==> config.mk <==
export PLATFORM = sky130hd
export DESIGN_NAME = ddr_arb
export DESIGN_NICKNAME = d
export VERILOG_FILES = /design/src/rtl/ddr_arb_pkg.sv /design/src/rtl/ddr_arb_pick.sv /design/src/rtl/ddr_arb.sv
export SDC_FILE = /design/constraint.sdc
export NUM_CORES = 1
export LEC_CHECK = 0
export CAP_MARGIN = 40
export CELL_PAD_IN_SITES_DETAIL_PLACEMENT = 0
export CELL_PAD_IN_SITES_GLOBAL_PLACEMENT = 1
export CORE_UTILIZATION = 37
export CTS_BUF_LIST = sky130_fd_sc_hd__clkbuf_8
export DETAILED_ROUTE_END_ITERATION = 7
export GPL_TIMING_DRIVEN = 0
export PLACE_DENSITY = 0.84
export SLEW_MARGIN = 20
export SYNTH_ARGS = -nofsm -noshare
export SYNTH_HDL_FRONTEND = slang
export SYNTH_SLANG_ARGS = --single-unit
==> constraint.sdc <==
create_clock -name clk -period 4.2 [get_ports clk]
set_clock_uncertainty 0.2 [all_clocks]
set_input_delay 0.84 -clock clk [delete_from_list [all_inputs] [get_ports clk]]
set_output_delay 0.84 -clock clk [all_outputs]
set_load 0.005 [all_outputs]
==> src/rtl/ddr_arb_pkg.sv <==
`default_nettype none
// ============================================================================
// Module      : ddr_arb_pkg
// Description : Shared types and constants for the two-requester DDR
//               instruction arbiter (FSM state encoding, default widths).
// Revision    : 1.0 - initial release
// ============================================================================
package ddr_arb_pkg;

    // Default width of a controller instruction word.
    localparam int c_INST_W_DEFAULT = 12;

    // Arbiter FSM state encoding (explicit 2-bit width).
    typedef enum logic [1:0] {
        ST_IDLE      = 2'd0,
        ST_ISSUE     = 2'd1,
        ST_WAIT_BUSY = 2'd2,
        ST_WAIT_DONE = 2'd3
    } arb_state_t;

endpackage
`default_nettype wire

==> src/rtl/ddr_arb_pick.sv <==
`default_nettype none
// ============================================================================
// Module      : ddr_arb_pick
// Description : Combinational grant selection for the DDR arbiter.
//               A held lock restricts the grant to the current owner;
//               otherwise two contenders alternate (round-robin) and a lone
//               contender always wins.
// Revision    : 1.0 - initial release
// Ports       : valid   [1:0] in  - pending flags of requesters 1/0
//               owner         in  - index of the last-granted requester
//               lock          in  - effective lock (owner keeps ownership)
//               gnt_idx       out - index of the selected requester
//               gnt_vld       out - a requester is selected
// ============================================================================
module ddr_arb_pick
    import ddr_arb_pkg::*;
(
    input  logic [1:0] valid,
    input  logic       owner,
    input  logic       lock,
    output logic       gnt_idx,
    output logic       gnt_vld
);

    always_comb begin
        gnt_idx = owner;
        gnt_vld = 1'b0;
        if (lock) begin
            // Only the owner may proceed; nobody else is considered.
            gnt_idx = owner;
            gnt_vld = valid[owner];
        end else if (valid == 2'b11) begin
            // Both contend: the one that did not win last time goes.
            gnt_idx = ~owner;
            gnt_vld = 1'b1;
        end else if (valid[0]) begin
            gnt_idx = 1'b0;
            gnt_vld = 1'b1;
        end else if (valid[1]) begin
            gnt_idx = 1'b1;
            gnt_vld = 1'b1;
        end
    end

endmodule
`default_nettype wire

==> src/rtl/ddr_arb.sv <==
`default_nettype none
// ============================================================================
// Module      : ddr_arb
// Description : Two-requester instruction arbiter in front of a DDR
//               controller. Grants one instruction at a time, strobes it to
//               the controller, then waits for the controller to go busy and
//               idle again (or times out if it never goes busy).
// Revision    : 1.0 - initial release
// Ports       : clk                     in  - rising-edge clock
//               rst_n                   in  - asynchronous active-low reset
//               req{0,1}_inst [INST_W]  in  - requester instruction
//               req{0,1}_valid          in  - requester has work pending
//               req{0,1}_lock           in  - keep ownership after grant
//               req{0,1}_ack            out - one-cycle issue acknowledge
//               ctl_inst [INST_W]       out - instruction to controller
//               ctl_inst_en             out - one-cycle instruction strobe
//               ctl_ready               in  - controller idle / accepting
//               owner                   out - last-granted requester
//               busy                    out - arbiter not idle
// ============================================================================
module ddr_arb
    import ddr_arb_pkg::*;
#(
    parameter int INST_W      = c_INST_W_DEFAULT,
    parameter int ACK_TIMEOUT = 4                   // must be >= 1
) (
    input  logic              clk,
    input  logic              rst_n,
    input  logic [INST_W-1:0] req0_inst,
    input  logic              req0_valid,
    input  logic              req0_lock,
    output logic              req0_ack,
    input  logic [INST_W-1:0] req1_inst,
    input  logic              req1_valid,
    input  logic              req1_lock,
    output logic              req1_ack,
    output logic [INST_W-1:0] ctl_inst,
    output logic              ctl_inst_en,
    input  logic              ctl_ready,
    output logic              owner,
    output logic              busy
);

    localparam int                 c_CNT_W    = $clog2(ACK_TIMEOUT + 1);
    localparam logic [c_CNT_W-1:0] c_CNT_MAX  = c_CNT_W'(ACK_TIMEOUT);
    localparam logic [c_CNT_W-1:0] c_CNT_LAST = c_CNT_W'(ACK_TIMEOUT - 1);

    arb_state_t         state_q, state_d;
    logic [INST_W-1:0]  ctl_inst_q, ctl_inst_d;
    logic               owner_q, owner_d;
    logic               lock_q, lock_d;
    logic [c_CNT_W-1:0] cnt_q, cnt_d;
    logic               inst_en_q, inst_en_d;
    logic               ack0_q, ack0_d;
    logic               ack1_q, ack1_d;
    logic               busy_q, busy_d;

    logic [1:0]         w_valid;
    logic               w_owner_lock;
    logic               w_lock_eff;
    logic               w_gnt_idx;
    logic               w_gnt_vld;

    // The owner dropping its lock while we are idle releases it at once,
    // so the other requester can already win in that same cycle.
    assign w_valid      = {req1_valid, req0_valid};
    assign w_owner_lock = owner_q ? req1_lock : req0_lock;
    assign w_lock_eff   = lock_q & w_owner_lock;

    ddr_arb_pick u_pick (
        .valid   (w_valid),
        .owner   (owner_q),
        .lock    (w_lock_eff),
        .gnt_idx (w_gnt_idx),
        .gnt_vld (w_gnt_vld)
    );

    always_comb begin
        state_d    = state_q;
        ctl_inst_d = ctl_inst_q;
        owner_d    = owner_q;
        lock_d     = lock_q;
        cnt_d      = cnt_q;

        case (state_q)
            ST_IDLE: begin
                lock_d = w_lock_eff;
                if (ctl_ready && w_gnt_vld) begin
                    state_d    = ST_ISSUE;
                    ctl_inst_d = w_gnt_idx ? req1_inst : req0_inst;
                    owner_d    = w_gnt_idx;
                    lock_d     = w_gnt_idx ? req1_lock : req0_lock;
                end
            end
            ST_ISSUE: begin
                state_d = ST_WAIT_BUSY;
                cnt_d   = '0;
            end
            ST_WAIT_BUSY: begin
                if (cnt_q != c_CNT_MAX) begin
                    cnt_d = cnt_q + c_CNT_W'(1);
                end
                if (!ctl_ready) begin
                    state_d = ST_WAIT_DONE;
                end else if (cnt_q >= c_CNT_LAST) begin
                    // Controller never went busy (e.g. a NOP): give up.
                    state_d = ST_IDLE;
                end
            end
            ST_WAIT_DONE: begin
                if (ctl_ready) begin
                    state_d = ST_IDLE;
                end
            end
            default: begin
                state_d = ST_IDLE;
            end
        endcase

        // Strobe and acks are flopped from the ISSUE state, so ctl_inst has
        // been stable for a full cycle when the controller sees the strobe,
        // and a reset taken during ISSUE never lets an ack escape.
        inst_en_d = (state_q == ST_ISSUE);
        ack0_d    = inst_en_d & ~owner_q;
        ack1_d    = inst_en_d &  owner_q;
        busy_d    = (state_d != ST_IDLE);
    end

    always_ff @(posedge clk or negedge rst_n) begin
        if (!rst_n) begin
            state_q    <= ST_IDLE;
            ctl_inst_q <= '0;
            owner_q    <= 1'b1;     // requester 0 wins the first contest
            lock_q     <= 1'b0;
            cnt_q      <= '0;
            inst_en_q  <= 1'b0;
            ack0_q     <= 1'b0;
            ack1_q     <= 1'b0;
            busy_q     <= 1'b0;
        end else begin
            state_q    <= state_d;
            ctl_inst_q <= ctl_inst_d;
            owner_q    <= owner_d;
            lock_q     <= lock_d;
            cnt_q      <= cnt_d;
            inst_en_q  <= inst_en_d;
            ack0_q     <= ack0_d;
            ack1_q     <= ack1_d;
            busy_q     <= busy_d;
        end
    end

    assign ctl_inst    = ctl_inst_q;
    assign ctl_inst_en = inst_en_q;
    assign req0_ack    = ack0_q;
    assign req1_ack    = ack1_q;
    assign owner       = owner_q;
    assign busy        = busy_q;

endmodule
`default_nettype wire

==> summary.txt, run 1 <==
Synth
  – Synth area leader: dfrtp_1
  – Syn_area_per_cell: 12.1 um^2
  – Post-synthesis cell count: 105
  – Synth top area share: 43.2%
  – YS warnings: 0
  – Commonest cells in the netlist: 22 x dfrtp_1, 18 x mux2_2, 9 x mux2_4
  – Synth unique cells: 32
  – Seq/Total Area, Yosys: 45.2%
  – Synth area leaders: dfrtp_1 43%, mux2_2 16%, mux2_4 11%, ha_1 2.9%, o21ai_0 2.4%
  – Post-Syn Nets: 139
  – Fraction of registers with async set/reset: 100%
  – Yosys reg bits: 23
  – Count leader, synth: dfrtp_1
  – EDFF count, synth: 0
  – Cell Area, Synth: 0.00127 mm^2
  – Synth Flop Type: dfrtp_1

Placed design
  – Routability Congestion: 0.720
  – DP HPWL: 2.16 mm
  – Port bufs: 47

Floorplan
  – Num ports: 48
  – Placement Rows: 20
  – DIE AREA: 0.00368 mm^2
  – Chip width: 60.7 um
  – Initial core utilization: 40.4%
  – Core footprint: 0.00315 mm^2
  – Die height: 60.7 um

Drt
  – DRT antenna net count: 0
  – Via Count: 993
  – First drt pass iteration count: 4
  – DRT iter0 DRCs: 37
  – Residual DRC: 0
  – DR WL/cell: 14.0 um
  – Drt via density: 4.94
  – Final wirelength: 2.81 mm

Timing
  – Min Hold Slack: 0.323 ns
  – Final Setup Violations: 0
  – Worst Tran Pin Value: 0.456 ns
  – Final hold vios: 0
  – RSZ-0062 raised after global routing: no
  – Final Max Slew Viols: 0
  – Setup TNS: 0 ns
  – Final Cycle Share: 69.4%
  – Tmin final: 2.91 ns
  – Worst rel slew slack: 68.8%
  – Max Freq: 0.343 GHz

Critical path
  – RR Startpoint: owner
  – Worst reg2reg path endpoint: ctl_inst[5]
  – Flop-to-flop setup slack: 1.80 ns
  – Worst-path fanout max: 10
  – Startpoint Class: input pin
  – Critical path capture point type: flop
  – Worst EP required: 4.16 ns
  – Crit path DAT: 2.88 ns
  – CP Class: in2reg
  – Worst reg2reg path depth: 5

Layout
  – Final Util: 59.4%
  – Nets: 192
  – Area growth, synth to finish: 47.0%
  – Diode count: 0
  – Layout cells sized above 1: 25.5%

Clock network
  – Clock slew at reported path FFs: 0.09 ns
  – CTS Buf Count: 3
  – Root Driver: clkbuf_8
  – Post-CTS setup repair buffer count: 0
  – CTS Hold Bufs: 0
  – H-tree depth reported by CTS: 1
  – CTS tree: done
  – Clk buf depth: 2
  – Clock Latency Late Sink: 0.27 ns
  – Post-cts resize count: 0
  – Clk sink count: 23

Worst hold path
  – Worst min-delay path class: reg2reg
  – Hold EP: ctl_inst[6]
  – Hold path startpoint: ctl_inst[6]
  – Worst Hold Depth: 1

Job
  – Total of max-cap violations: 0

GRT
  – Initial antenna violation count: 0
  – First-pass GRT wire length: 4.80 mm
  – Met2 Track Usage GR: 30.1%
  – Global-route met1 utilization: 22.1%
  – Largest net degree at the start of global routing: 17
  – Number of global-route vias before repair: 1052
  – GR peak layer: met2
  – GRT Residual Overflow: 0
  – GRT Util Overall: 17.9%
  – Met3 Use GR: 5.33%

Outcome
  – Status: complete, no violations

Power and ir drop
  – Leakage power: 0.789 nW
  – Pwr/cell area: 615 mW/mm^2
  – VDD IR max: 0.000288 V
==> critical path, stage by stage <==
cell,delay [ns]
clkdlybuf4s50_1,0.52
a21boi_0,0.20
a2bb2oi_1,0.42
buf_4,0.28
mux2_2,0.36
mux2_4,0.26
==> worst max-delay path by stage <==
stage / from / to / slack [ns] / cells after the start
floorplan: req0_lock / ctl_inst[0] / 1.76 / 5
global placement: req1_valid / ctl_inst[2] / 1.05 / 6
CTS: req1_valid / ctl_inst[5] / 1.26 / 6
global route: req1_valid / ctl_inst[5] / 1.22 / 6
finish: req1_valid / ctl_inst[5] / 1.29 / 6
detailed placement: req1_valid / ctl_inst[5] / 0.97 / 6
==> metrics by stage <==
stage | setup WS, ns | total power, mW | instance area, um^2 | cells
floorplan | 1.76 | 0.750 | 1270 | 105
global placement | 1.05 | 0.990 | 1800 | 196
detailed placement | 0.966 | 1.02 | 1830 | 197
CTS | 1.26 | 1.16 | 1870 | 201
global route | 1.22 | 1.25 | 1870 | 201
finish | 1.29 | 1.15 | 1870 | 201
==> cell usage in the layout, fill, tap and decap left out, types with 2 or more instances in the layout <==
master           Yosys  layout
nand2_1              7       7
nor2_1               4       4
nor2b_1              3       3
clkdlybuf4s50_1      0      47
ha_1                 3       3
a21oi_1              4       4
clkbuf_8             0       3
mux2_4               9       9
dfrtp_1             22      22
mux2_2              18      18
and2_1               2       2
inv_1                4       4
nand3_1              2       2
o21ai_0              6       6
clkbuf_1             2       2
==> sequential cells by signal, summed over array words and instances (netlist names) <==
register and flops:
ctl_inst_en 1, req0_ack 1, owner 1, ctl_inst 12, cnt_q 3, lock_q 1, state_q 2, busy 1
req1_ack 1
==> kinds of logic after synthesis <==
family / count (synthesis) / synth area share [%]
mux: 27 / 26.5
simple gates: 26 / 12.8
flops: 23 / 45.2
compound gates: 17 / 8.24
buf+inv: 9 / 4.32
fa+ha+maj: 3 / 2.94
==> power by group <==
part	switching (mW)	internal (mW)
Sequential	0.0756	0.330
Combinational	0.225	0.381
Clock	0.0748	0.0664
Total	0.376	0.778
==> layer usage <==
metal	routed length [um]	share of wire, %	vias to the layer above
met5	0	0	-
met4	38	1.4	0
met3	197	7.0	5
met2	1380	49	38
met1	1190	42	471
li1	-	-	479
==> layout make-up <==
| type | instances | area, um^2 |
|---|---|---|
| well taps | 44 | 55.1 |
| inverters | 4 | 15.0 |
| flip-flops and latches | 23 | 577 |
| plain buffers | 5 | 40.0 |
| clock buffers | 3 | 41.3 |
| multi-input cells | 73 | 643 |
| clock inverters | 1 | 5.00 |
| repair buffers | 48 | 498 |
| fillers | 283 | 1280 |
Note: power is estimated with default switching activity, not from simulation.
==> run 2: changes to the inputs <==
--- a/config.mk
+++ b/config.mk
@@ -8,11 +8,11 @@
 export CAP_MARGIN = 40
 export CELL_PAD_IN_SITES_DETAIL_PLACEMENT = 0
 export CELL_PAD_IN_SITES_GLOBAL_PLACEMENT = 1
-export CORE_UTILIZATION = 37
+export CORE_UTILIZATION = 35
 export CTS_BUF_LIST = sky130_fd_sc_hd__clkbuf_8
 export DETAILED_ROUTE_END_ITERATION = 7
 export GPL_TIMING_DRIVEN = 0
-export PLACE_DENSITY = 0.84
+export PLACE_DENSITY = 0.8
 export SLEW_MARGIN = 20
 export SYNTH_ARGS = -nofsm -noshare
 export SYNTH_HDL_FRONTEND = slang
==> constraint.sdc (replaced) <==
create_clock -name clk -period 2.94 [get_ports clk]
set_clock_uncertainty 0.2 [all_clocks]
set_input_delay 0.588 -clock clk [delete_from_list [all_inputs] [get_ports clk]]
set_output_delay 0.588 -clock clk [all_outputs]
set_load 0.005 [all_outputs]
==> run 2 against run 1 <==
Compared with the run above: worst hold slack got worse by 0.0083 ns; sequential share of layout area rose by 0.17 points; worst setup slack got worse by 0.97 ns; utilization fell by 4.9 points; die area rose by 5.5%; routed wire length fell by 3.6%; non-clock buffer count did not move; register-to-register slack got worse by 1.2 ns; combinational power rose by 41%; critical path depth did not move; largest cell class unchanged; largest power group unchanged.
==> summary.txt, run 2 (same netlist as run 1, synthesis figures left out) <==
Critical path
  – Slowest-stage cell, CP: clkdlybuf4s50_1
  – Crit path DAT: 2.58 ns (-0.30 ns)
  – Worst EP required: 2.89 ns (-1.27 ns)
  – Startpoint Class: input pin
  – Worst reg2reg path depth: 5 (unchanged)
  – Flop-to-flop setup slack: 0.60 ns (-1.20 ns)
  – CP Class: in2reg
  – Cells along the critical path: clkdlybuf4s50_1, a21boi_0, a2bb2oi_1, buf_4, mux2_2, mux2_4
  – Max stage delay on crit path: 0.52 ns (about the same)
  – Delay-heaviest family, CP: buffers and inverters
  – Worst-path fanout max: 10 (unchanged)
  – Critical path capture point type: flop
  – Worst reg2reg path endpoint: ctl_inst[11]
  – WP buf/inv: 2 (unchanged)
  – RR Startpoint: owner

Timing
  – Max Freq: 0.381 GHz
  – Final Setup Violations: 0 (unchanged)
  – Final hold vios: 0 (unchanged)
  – RSZ-0062 raised after global routing: no
  – Final Max Slew Viols: 0 (unchanged)
  – Final Cycle Share: 89.3%
  – Post-layout worst setup margin: 0.314 ns (-0.971 ns)
  – Tmin final: 2.63 ns
  – Worst rel slew slack: 60.4% (-8.4 points)
  – Worst Tran Pin Value: 0.592 ns (+0.135 ns)

Floorplan
  – Placement Rows: 21 (+5.0%)
  – Num ports: 48 (unchanged)
  – Chip width: 62.4 um (+2.7%)
  – Initial core utilization: 37.3% (-3.1 points)
  – Die height: 62.4 um (+2.7%)
  – DIE AREA: 0.00389 mm^2 (+5.5%)
  – Core footprint: 0.00342 mm^2 (+8.3%)

Power and ir drop
  – Power after layout: 1.62 mW (+41%)
  – Pwr/cell area: 870 mW/mm^2 (+41%)
  – VDD IR max: 0.000413 V (+44%)
  – Leakage power: 0.783 nW (-0.67%)

Outcome
  – Status: complete, no violations

Clock network
  – H-tree depth reported by CTS: 1 (unchanged)
  – Root Driver: clkbuf_8
  – Clk buf depth: 2 (unchanged)
  – Post-CTS setup repair buffer count: 0 (unchanged)
  – Post-cts resize count: 0 (unchanged)
  – Clk sink count: 23 (unchanged)
  – CTS Hold Bufs: 0 (unchanged)
  – Clock Latency Late Sink: 0.26 ns (about the same)
  – CTS tree: done
  – Clock slew at reported path FFs: 0.08 ns (about the same)
  – CTS Buf Count: 3 (unchanged)

Layout
  – Layout cells sized above 1: 25.5% (unchanged)
  – Diode count: 0 (unchanged)
  – Final Util: 54.6% (-4.9 points)
  – Most common cell after layout, fill and taps aside: clkdlybuf4s50_1
  – Largest register FFs: 12 (unchanged)
  – Design area: 0.00186 mm^2 (-0.53%)
  – Nets: 192 (unchanged)
  – Area growth, synth to finish: 46.2%
  – Commonest cells after routing, fill and taps aside: 47 x clkdlybuf4s50_1, 22 x dfrtp_1, 18 x mux2_2

Worst hold path
  – Hold EP: ctl_inst[6]
  – Worst min-delay path class: reg2reg
  – Worst Hold Depth: 1 (unchanged)
  – Hold path startpoint: ctl_inst[6]

Placed design
  – DP HPWL: 2.11 mm (-2.0%)
  – Routability Congestion: 0.752 (+4.4%)
  – Placed cell area: 0.00182 mm^2 (-0.55%)
  – Port bufs: 47 (unchanged)
  – DP Worst Slack: -0.0239 ns (-0.990 ns)

GRT
  – GRT Util Overall: 15.4% (-2.5 points)
  – GRT Residual Overflow: 0 (unchanged)
  – Largest net degree at the start of global routing: 14 (-3)
  – First-pass GRT wire length: 4.77 mm (-0.73%)
  – Number of global-route vias before repair: 1037 (-1.4%)
  – Initial antenna violation count: 0 (unchanged)

Drt
  – DRT iter0 DRCs: 42 (+14%)
  – DRT antenna net count: 0 (unchanged)
  – DR WL/cell: 13.3 um (-4.5%)
  – Drt via density: 4.87 (-1.5%)
  – First drt pass iteration count: 3 (-1)
  – Via Count: 988 (-0.50%)
  – Residual DRC: 0 (unchanged)
  – Final wirelength: 2.71 mm (-3.6%)

Job
  – Total of max-cap violations: 0 (unchanged)
-- run 2: final cells by class --
| type | count | area (um^2) |
|---|---|---|
| fillers | 318 | 1550 |
| multi-input cells | 73 | 643 |
| flip-flops and latches | 23 | 577 |
| repair buffers | 48 | 485 |
| well taps | 46 | 57.6 |
| clock buffers | 3 | 41.3 |
| plain buffers | 5 | 40.0 |
| inverters | 4 | 15.0 |
| clock inverters | 1 | 5.00 |
-- run 2: worst reg2reg max path: stages (launching register included) --
cell	delay [ns]
dfstp_2	0.55
buf_2	0.21
a2bb2oi_1	0.39
buf_4	0.27
mux2_2	0.36
mux2_4	0.26
-- run 2: where the power goes --
| group | internal, mW | switching, mW | total (mW) | leakage (nW) |
|---|---|---|---|---|
| Sequential | 0.471 | 0.105 | 0.576 | 0.277 |
| Clock | 0.0944 | 0.0975 | 0.192 | 0.0255 |
| Combinational | 0.542 | 0.311 | 0.854 | 0.481 |
| Total | 1.11 | 0.514 | 1.62 | 0.783 |
-- run 2: worst max path at each step --
stage                    start      endpoint  slack (ns)  cells past startpoint
finish              req1_valid  ctl_inst[11]        0.31                      6
global route        req1_valid   ctl_inst[3]        0.20                      6
CTS                 req1_valid  ctl_inst[11]        0.29                      6
detailed placement  req1_valid   ctl_inst[2]       -0.02                      6
global placement    req1_valid   ctl_inst[1]        0.01                      6
floorplan            req0_lock   ctl_inst[0]        0.75                      5
-- run 2: layer usage --
metal / GRT usage (%) / vias up / share of wire, %
li1: - / 480 / -
met1: 18.8 / 480 / 44
met2: 26.8 / 26 / 50
met3: 3.49 / 2 / 5.0
met4: 5.23 / 0 / 0.55
met5: 0 / - / 0
-- run 2: through the flow --
step	hold slack, ns	std cells	TNS (ns)
floorplan	0.0924	105	0
global placement	0.290	198	0
detailed placement	0.297	199	-0.128
CTS	0.323	203	0
global route	0.336	203	0
finish	0.314	203	0
